===== src/rtl/if_pkg.sv =====
// rtl/if_pkg.sv - shared constants, types and helpers for the fetch controller
package if_pkg;

  localparam logic [31:0] NOP_WORD = 32'hC800_0000;
  localparam logic [6:0]  OP_B     = 7'b1100000;
  localparam logic [6:0]  OP_BR    = 7'b1100010;

  typedef enum logic [2:0] {
    IDLE,
    REQ,
    DRAIN,
    HOLD,
    BRWAIT
  } state_t;

  typedef struct packed {
    logic [31:0] addr;
    logic [31:0] instr;
  } skid_t;

  function automatic logic [31:0] sext16to32(input logic [15:0] v);
    return {{16{v[15]}}, v};
  endfunction

endpackage


===== src/rtl/if_skid.sv =====
// rtl/if_skid.sv - single-entry holding register for a response that arrived during stall
module if_skid
  import if_pkg::*;
(
  input  logic  clk,
  input  logic  rst,
  input  logic  load,
  input  logic  clear,
  input  skid_t d,
  output skid_t q,
  output logic  full
);

  always_ff @(posedge clk) begin
    if (rst) begin
      q    <= '0;
      full <= 1'b0;
    end else if (load) begin
      q    <= d;
      full <= 1'b1;
    end else if (clear) begin
      full <= 1'b0;
    end
  end

endmodule


===== src/rtl/if_ctrl.sv =====
// rtl/if_ctrl.sv - fetch sequencer: owns the PC, drives imem requests, feeds ID
module if_ctrl
  import if_pkg::*;
#(
  parameter logic [31:0] RESET_PC = 32'h0000_0000
) (
  input  logic        clk,
  input  logic        rst,
  output logic [31:0] imem_addr,
  output logic        imem_req,
  input  logic        imem_ready,
  input  logic [31:0] imem_rdata,
  input  logic        stall,
  input  logic        bcond,
  input  logic [15:0] brel,
  input  logic        br_valid,
  input  logic [31:0] br_target,
  output logic [31:0] instr_out,
  output logic        instr_valid,
  output logic [31:0] pc_out
);

  state_t      state, state_d;
  logic [31:0] pc, pc_d;
  logic [31:0] tgt, tgt_d;
  logic [31:0] instr_d, pcout_d;
  logic        valid_d;

  skid_t       skid_q;
  logic        skid_full;
  logic        skid_load, skid_clear;

  logic        redir;
  logic [31:0] redir_pc;
  logic [31:0] pres_instr, pres_addr, b_target;
  logic        is_b, is_br, present;

  if_skid u_skid (
    .clk   (clk),
    .rst   (rst),
    .load  (skid_load),
    .clear (skid_clear),
    .d     ('{addr: pc, instr: imem_rdata}),
    .q     (skid_q),
    .full  (skid_full)
  );

  assign redir    = br_valid | bcond;
  assign redir_pc = br_valid ? (br_target & ~32'h3)
                             : pc_out + (sext16to32(brel) << 2);

  // HOLD presents the skid entry; REQ presents the live memory response
  assign pres_instr = (state == HOLD) ? skid_q.instr : imem_rdata;
  assign pres_addr  = (state == HOLD) ? skid_q.addr  : pc;
  assign is_b       = (pres_instr[31:25] == OP_B);
  assign is_br      = (pres_instr[31:25] == OP_BR);
  assign b_target   = pres_addr + (sext16to32(pres_instr[15:0]) << 2);

  always_ff @(posedge clk) begin
    if (rst) begin
      state       <= IDLE;
      pc          <= RESET_PC;
      tgt         <= RESET_PC;
      instr_out   <= NOP_WORD;
      instr_valid <= 1'b0;
      pc_out      <= 32'h0;
    end else begin
      state       <= state_d;
      pc          <= pc_d;
      tgt         <= tgt_d;
      instr_out   <= instr_d;
      instr_valid <= valid_d;
      pc_out      <= pcout_d;
    end
  end

  always_comb begin
    state_d    = state;
    pc_d       = pc;
    tgt_d      = tgt;
    instr_d    = instr_out;
    valid_d    = instr_valid;
    pcout_d    = pc_out;
    skid_load  = 1'b0;
    skid_clear = 1'b0;
    present    = 1'b0;

    // ID gets a bubble whenever it can advance and nothing new is presented
    if (!stall || redir) begin
      instr_d = NOP_WORD;
      valid_d = 1'b0;
    end
    if (redir) skid_clear = 1'b1;

    case (state)
      IDLE: begin
        state_d = REQ;
        if (redir) pc_d = redir_pc;
      end
      REQ: begin
        if (redir) begin
          if (imem_ready) begin
            pc_d = redir_pc;
          end else begin
            state_d = DRAIN;
            tgt_d   = redir_pc;
          end
        end else if (imem_ready) begin
          if (stall) begin
            skid_load = 1'b1;
            state_d   = HOLD;
          end else begin
            present = 1'b1;
          end
        end
      end
      DRAIN: begin
        if (redir) tgt_d = redir_pc;
        if (imem_ready) begin
          state_d = REQ;
          pc_d    = redir ? redir_pc : tgt;
        end
      end
      HOLD: begin
        if (redir) begin
          state_d = REQ;
          pc_d    = redir_pc;
        end else if (!stall && skid_full) begin
          present    = 1'b1;
          skid_clear = 1'b1;
        end
      end
      BRWAIT: begin
        if (redir) begin
          state_d = REQ;
          pc_d    = redir_pc;
        end
      end
      default: state_d = IDLE;
    endcase

    if (present) begin
      if (is_b) begin
        pc_d    = b_target;
        state_d = REQ;
      end else if (is_br) begin
        pc_d    = pres_addr;
        state_d = BRWAIT;
      end else begin
        instr_d = pres_instr;
        valid_d = 1'b1;
        pcout_d = pres_addr;
        pc_d    = pres_addr + 32'd4;
        state_d = REQ;
      end
    end
  end

  // DRAIN keeps pc untouched, so the outstanding address stays on the bus
  always_comb begin
    imem_req  = (state == REQ) || (state == DRAIN);
    imem_addr = pc;
  end

endmodule


===== config.mk =====
export PLATFORM = sky130hd
export DESIGN_NAME = if_ctrl
export DESIGN_NICKNAME = d
export VERILOG_FILES = /design/src/rtl/if_pkg.sv /design/src/rtl/if_skid.sv /design/src/rtl/if_ctrl.sv
export SDC_FILE = /design/constraint.sdc
export NUM_CORES = 1
export LEC_CHECK = 0
export CORE_MARGIN = 4
export CORE_UTILIZATION = 46
export DETAILED_ROUTE_END_ITERATION = 16
export PLACE_DENSITY = 0.7
export SETUP_SLACK_MARGIN = 0.1
export SYNTH_ARGS = -nofsm -noshare
export SYNTH_HDL_FRONTEND = slang
export SYNTH_HIERARCHICAL = 1
export SYNTH_SLANG_ARGS = --single-unit

===== constraint.sdc =====
create_clock -name clk -period 4.8 [get_ports clk]
set_input_delay 0.96 -clock clk [delete_from_list [all_inputs] [get_ports clk]]
set_output_delay 0.96 -clock clk [all_outputs]
set_load 0.05 [all_outputs]

# --- After elaboration in Yosys (flattened, before gate mapping) ---
# Index checks and enable logic that the tools add are counted.
op_classes:
  add_sub_neg: 3
  eq_ne: 16
  muxes: 49
  bitwise: 3
  n_reduce_logical: 14
ops:
  columns: ["operator", "n"]
  rows:
  - ["32-bit two-way mux", 17]
  - ["32-bit case mux with 3 select lines", 1]
  - ["32-bit adder", 2]
  - ["32-bit case mux with 2 select lines", 1]
  - ["32-bit by 3-bit adder with 32-bit output (second input constant)", 1]
  - ["3-bit two-way mux", 9]
  - ["1-bit two-way mux", 19]
  - ["7-bit equality test (second input constant)", 2]
  - ["4-bit != test (second input constant)", 3]
  - ["3-bit case mux with 4 select lines", 1]
  - ["5-bit AND reduction", 2]
  - ["3-bit != test (second input constant)", 3]
  - ["3-bit by 2-bit equality test with 1-bit output (second input constant)", 2]
  - ["3-bit by 1-bit != test with 1-bit output (second input constant)", 2]
  - ["3-bit AND reduction", 2]
  - ["2-bit != test (second input constant)", 2]
  - ["2-bit nonzero test", 2]
  - ["4-bit nonzero test", 1]
  - ["3-bit by 1-bit equality test with 1-bit output (second input constant)", 1]
  - ["3-bit equality test (second input constant)", 1]
  - ["3-bit zero test", 1]
  - ["3-bit OR reduction", 1]
  - ["1-bit logical OR", 2]
  - ["1-bit NOT", 2]
  - ["5 further kinds", 5]
word_totals:
  register_bits: 197
  output_inout_bits: 98

# --- Longest topological paths before layout ---
logic_depth:
  ltp_word: 7
  depth_mapped: 22

# --- Modules after synthesis ---
# The synthesis kept the hierarchy.
by_module_without_submodules:
  columns: ["mod", "instances", "cells_each", "area_each_um2"]
  rows:
  - ["if_ctrl", 1, 1561, 11069.4]
  - ["if_skid", 1, 210, 2344.7]

# --- Least setup slack after synthesis ---
# OpenSTA, ideal clock, no wires.
synth_timing:
  path_type: "register to register"
  startpoint: "register state[0]"
  endpoint: "register pc[26] (netlist: imem_addr[26])"
  t_arrival_ns: 4.598
  required_time_ns: 4.697
  path_slack_ns: 0.099
  path_stages_with_launch: 21
  path_buffers: 7
  period_less_slack_ns: 4.701
  cell_sequence: "dfxtp_1 buf_4 nand3b_4 buf_6 buf_6 clkbuf_1 buf_1 clkbuf_1 buf_1 mux2i_1 xor2_1 ha_1 a21oi_1 o2111ai_1 o221ai_2 a211oi_2 a211oi_2 o41ai_4 a41oi_1 xor2_1 a2111oi_2"
synth_between:
  elab_chain_cells: 6
synth_rtl:
  columns: ["element", "line", "text"]
  rows:
  - ["start, declared", "if_ctrl.sv:23", "state_t state, state_d;"]
  - ["start signal, assigned", "if_ctrl.sv:68", "state <= state_d;"]
  - ["3-bit by 2-bit equality test with 1-bit output", "if_ctrl.sv:53, if_ctrl.sv:54, if_ctrl.sv:95", null]
  - ["32-bit two-way mux, on equally long branches", "if_ctrl.sv:54, if_ctrl.sv:53", null]
  - ["32-bit by 3-bit adder with 32-bit output or 7-bit equality test (tied branches)", "if_ctrl.sv:153, if_ctrl.sv:56", null]
  - ["32-bit two-way mux", "if_ctrl.sv:146", "end else if (is_br) begin"]
  - ["32-bit two-way mux", "if_ctrl.sv:143", "if (is_b) begin"]
  - ["32-bit two-way mux", "if_ctrl.sv:142", "if (present) begin"]
  - ["end signal, assigned", "if_ctrl.sv:69", "pc <= pc_d;"]
  - ["end, declared", "if_ctrl.sv:24", "logic [31:0] pc, pc_d;"]
# Parallel ways exist; a longest one is shown, timed or not.
# A chain may end at the register's enable or synchronous reset.

# --- Final worst setup path ---
layout_timing:
  startpoint: "register state[0]"
  endpoint: "register pc[26] (netlist: imem_addr[26])"
layout_between:
  elab_chain_cells: 6
layout_rtl:
  columns: ["element", "line", "text"]
  rows:
  - ["3-bit by 2-bit equality test with 1-bit output *", "if_ctrl.sv:54", "assign pres_addr = (state == HOLD) ? skid_q.addr : pc;"]
  - ["32-bit two-way mux *", "if_ctrl.sv:54", null]
  - ["named net pres_addr[2]", "if_ctrl.sv:35", "logic [31:0] pres_instr, pres_addr, b_target;"]
  - ["32-bit by 3-bit adder with 32-bit output", "if_ctrl.sv:153", "pc_d = pres_addr + 32'd4;"]
  - ["32-bit two-way mux", "if_ctrl.sv:146", null]
  - ["32-bit two-way mux *", "if_ctrl.sv:143", null]
  - ["32-bit two-way mux *", "if_ctrl.sv:142", null]
# Mark *: on every way through the listed nets, which the timed path passes. The rest lies on a longest branch.

==> summary.md <==
| Metric | Value |
|---|---|
| Max Fclk | 233 MHz |
| Fillers | 2745 |
| Cts bufs inserted | 17 |
| Setup total negative slack | 0 ns |
| First-pass detailed-route iteration total | 5 |
| Seq cells post-synth | 197 |
| Largest net degree at the start of global routing | 72 |
| Synth Area per Inst | 7.57 µm² |
| VDD IR max | 0.235 mV |
| Max-cap violations | 0 |
| Slew @ Worst Pin | 0.963 ns |
| Hold Buf Count CTS | 0 |
| Prevailing post-synth register cell | dfxtp_1 |
| Commonest non-fill, non-tap cell in the layout | nor2_1 |
| Area delta synth->final | 19.7% |
| Die W | 179 µm |
| Rows | 62 |
| Die area | 32000 µm² |
| Layout cells sized above 1 | 5.47% |
| Relative slew slack | 35.8% |
| Mapped Nets | 1907 |
| CTS Sinks | 197 |
| Placer Congestion | 0.911 |
| RSZ-0062 raised after global routing | no |
| WHS | 0.456 ns |
| Vias in the first global route | 12100 |
| Clk Latency, worst-skew pair | 0.45 ns |
| Hold Crit Class | flip-flop to flip-flop |
| Worst endpoint required time | 5.14 ns |
| Mapped Cells | 1771 |
| DP Area | 15500 µm² |
| Worst setup SP type | flip-flop |
| Most frequent cells in the layout | 275 x nor2_1, 228 x nand2_1, 197 x dfxtp_1 |
| CTS max path bufs | 2 |
| Final period util | 89.6% |
| Die Y-Extent | 179 µm |
| Synth top area share | 29.4% |
| Post-synth EDFFs | 0 |
| Clock Skew | 0.0145 ns |
| CP peak stage delay | 0.53 ns |
| Main area contributors after synthesis | dfxtp_1 29%, mux2i_1 8.0%, nor2_1 7.7%, nand2_1 6.4%, a21oi_1 6.0% |
| Post-synth top area cell | dfxtp_1 |
| Fin crit period | 4.30 ns |
| GRT Util Overall | 25.9% |
| Worst Path Max Fanout | 12 |
| Non-Filler Instances | 2286 |
| Total Power | 4.57 mW |
| Yosys warnings | 6 |
| Initial antenna violation count | 1 |
| Io pins | 184 |
| Final Cell Area | 16100 µm² |
| Synthesized area | 13400 µm² |
| Detailed Route Iter0 Violations | 1366 |
| Crit end category | flip-flop |
| CTS tree | yes |
| Register area share after synthesis | 29.4% |
| Asr flop ratio synth | 0% |
| H-tree depth | 4 |
| Gr ovfl total | 0 |
| Leakage | 6.05 nW |
| Nets | 2027 |
| Worst-path clk slew | 0.07 ns |
| Drt drc | 0 |
| Status | completed |
| ANT cells | 0 |
| Setup violators final | 0 |
| Crit path kind | flip-flop to flip-flop |
| CTS root buffer | clkbuf_16 |
| Postcts setup bufs | 0 |
| CP arrival | 4.64 ns |
| Port Buffer Count | 181 |
| Post-CTS sizing | 0 |
| Pwr/cell area | 285 nW/µm² |
| Total Routed Length | 42400 µm |
| Initial core utilization | 46.7% |
| Vias post-DR | 13300 |
| First-pass GRT wire length | 66700 µm |
| Crit path cell chain | and3b_4 > o21ai_0 > ha_1 > ha_1 > a21oi_1 > o2111ai_1 > o221ai_2 > a211oi_2 > a211oi_2 > o41ai_4 > a41oi_1 > xor2_1 > a2111oi_2 |
| Max Transition Viols Final | 0 |
| WL/cell | 18.5 µm |
| Total placed cells including tap cells | 2255 |
| Core ar. | 28700 µm² |
| DP Wirelength | 31100 µm |
| Fin. Hold Viols | 0 |
| Post-route ant nets | 0 |
| Via/cell ratio | 5.83 |
| CP max-delay cell | o41ai_4 |
| Synth cell types | 85 |
[kinds of logic (layout without fill, tap and decap cells)]
kind of cell	Yosys count	in the layout	share of synthesized area [%]
and+or+nand+nor	700	701	23.0
AOI/OAI and AO/OA	472	472	23.1
DFF	197	197	29.4
buffers and inverters	145	275	5.20
muxes	109	109	8.15
xor gates and xnor gates	94	94	6.14
adders and majority gates	54	54	5.02
[worst max-delay path, delay by kind of cell, from the launching register on]
family / cells / cell delay [ns]
AO/OA/AOI/OAI: 9 / 2.62
AND/OR/NAND/NOR: 1 / 0.35
adder cells (fa/ha/maj): 2 / 0.54
flip-flops: 1 / 0.46
XOR/XNOR: 1 / 0.20
[synthesized netlist by cell type (all sizes together), types with 19 or more instances]
cell and count:
nor2 276, nand2 228, dfxtp 197, a21oi 162, mux2i 107, clkbuf 83
o21ai 77, xnor2 60, nor3 55, ha 49, a211oi 48, nand3 46
buf 34, xor2 34, inv 28, o211ai 24, a31oi 22, a21o 19
nand2b 19
[path summary, 6_finish.rpt]
| path | end | cells after the start | slack [ns] | startpoint |
|---|---|---|---|---|
| min reg2reg | tgt[17] | 2 | 0.46 | tgt[17] |
| min | tgt[17] | 2 | 0.46 | tgt[17] |
| max reg2reg | imem_addr[26] | 13 | 0.50 | state[0] |
| max | imem_addr[26] | 13 | 0.50 | state[0] |
[where the power goes]
group / internal [mW] / leakage, nW / switching, mW / total, mW
Sequential: 1.71 / 1.60 / 0.110 / 1.82
Clock: 0.734 / 0.267 / 0.670 / 1.40
Combinational: 0.508 / 4.18 / 0.838 / 1.35
[per-layer routing]
| metal | track usage, % | share of wire [%] | up-vias |
|---|---|---|---|
| met5 | 0 | 0 | - |
| met4 | 5.08 | 1.3 | 0 |
| met3 | 3.67 | 8.3 | 36 |
| met2 | 37.0 | 41 | 528 |
| met1 | 40.9 | 49 | 6192 |
| li1 | - | - | 6563 |
[through the flow]
step                      worst slack, ns  utilization [%]
after CTS                           0.530             55.9
after floorplan                     0.228                -
after global placement              0.292             53.9
after detailed placement            0.256             53.9
final                               0.500             55.9
after global routing               0.0990             55.9
[cell type report]
type | instances | area [µm²] | share of cell area (%)
clock inverter | 12 | 121 | 0.756
tap | 384 | 480 | 2.99
sequential | 197 | 3940 | 24.6
multi-input combinational | 1430 | 8800 | 54.8
inverter | 28 | 105 | 0.655
timing repair buffer | 217 | 2160 | 13.4
clock buffer | 18 | 439 | 2.74
[sequential cells by signal, indices dropped and copies added (netlist names)]
| signal | cells |
|---|---|
| imem_addr | 32 |
| instr_out | 32 |
| u_skid/full | 1 |
| tgt | 32 |
| pc_out | 32 |
| u_skid/q | 64 |
| instr_valid | 1 |
| state | 3 |
No activity file was read; power rests on OpenSTA's default activity.
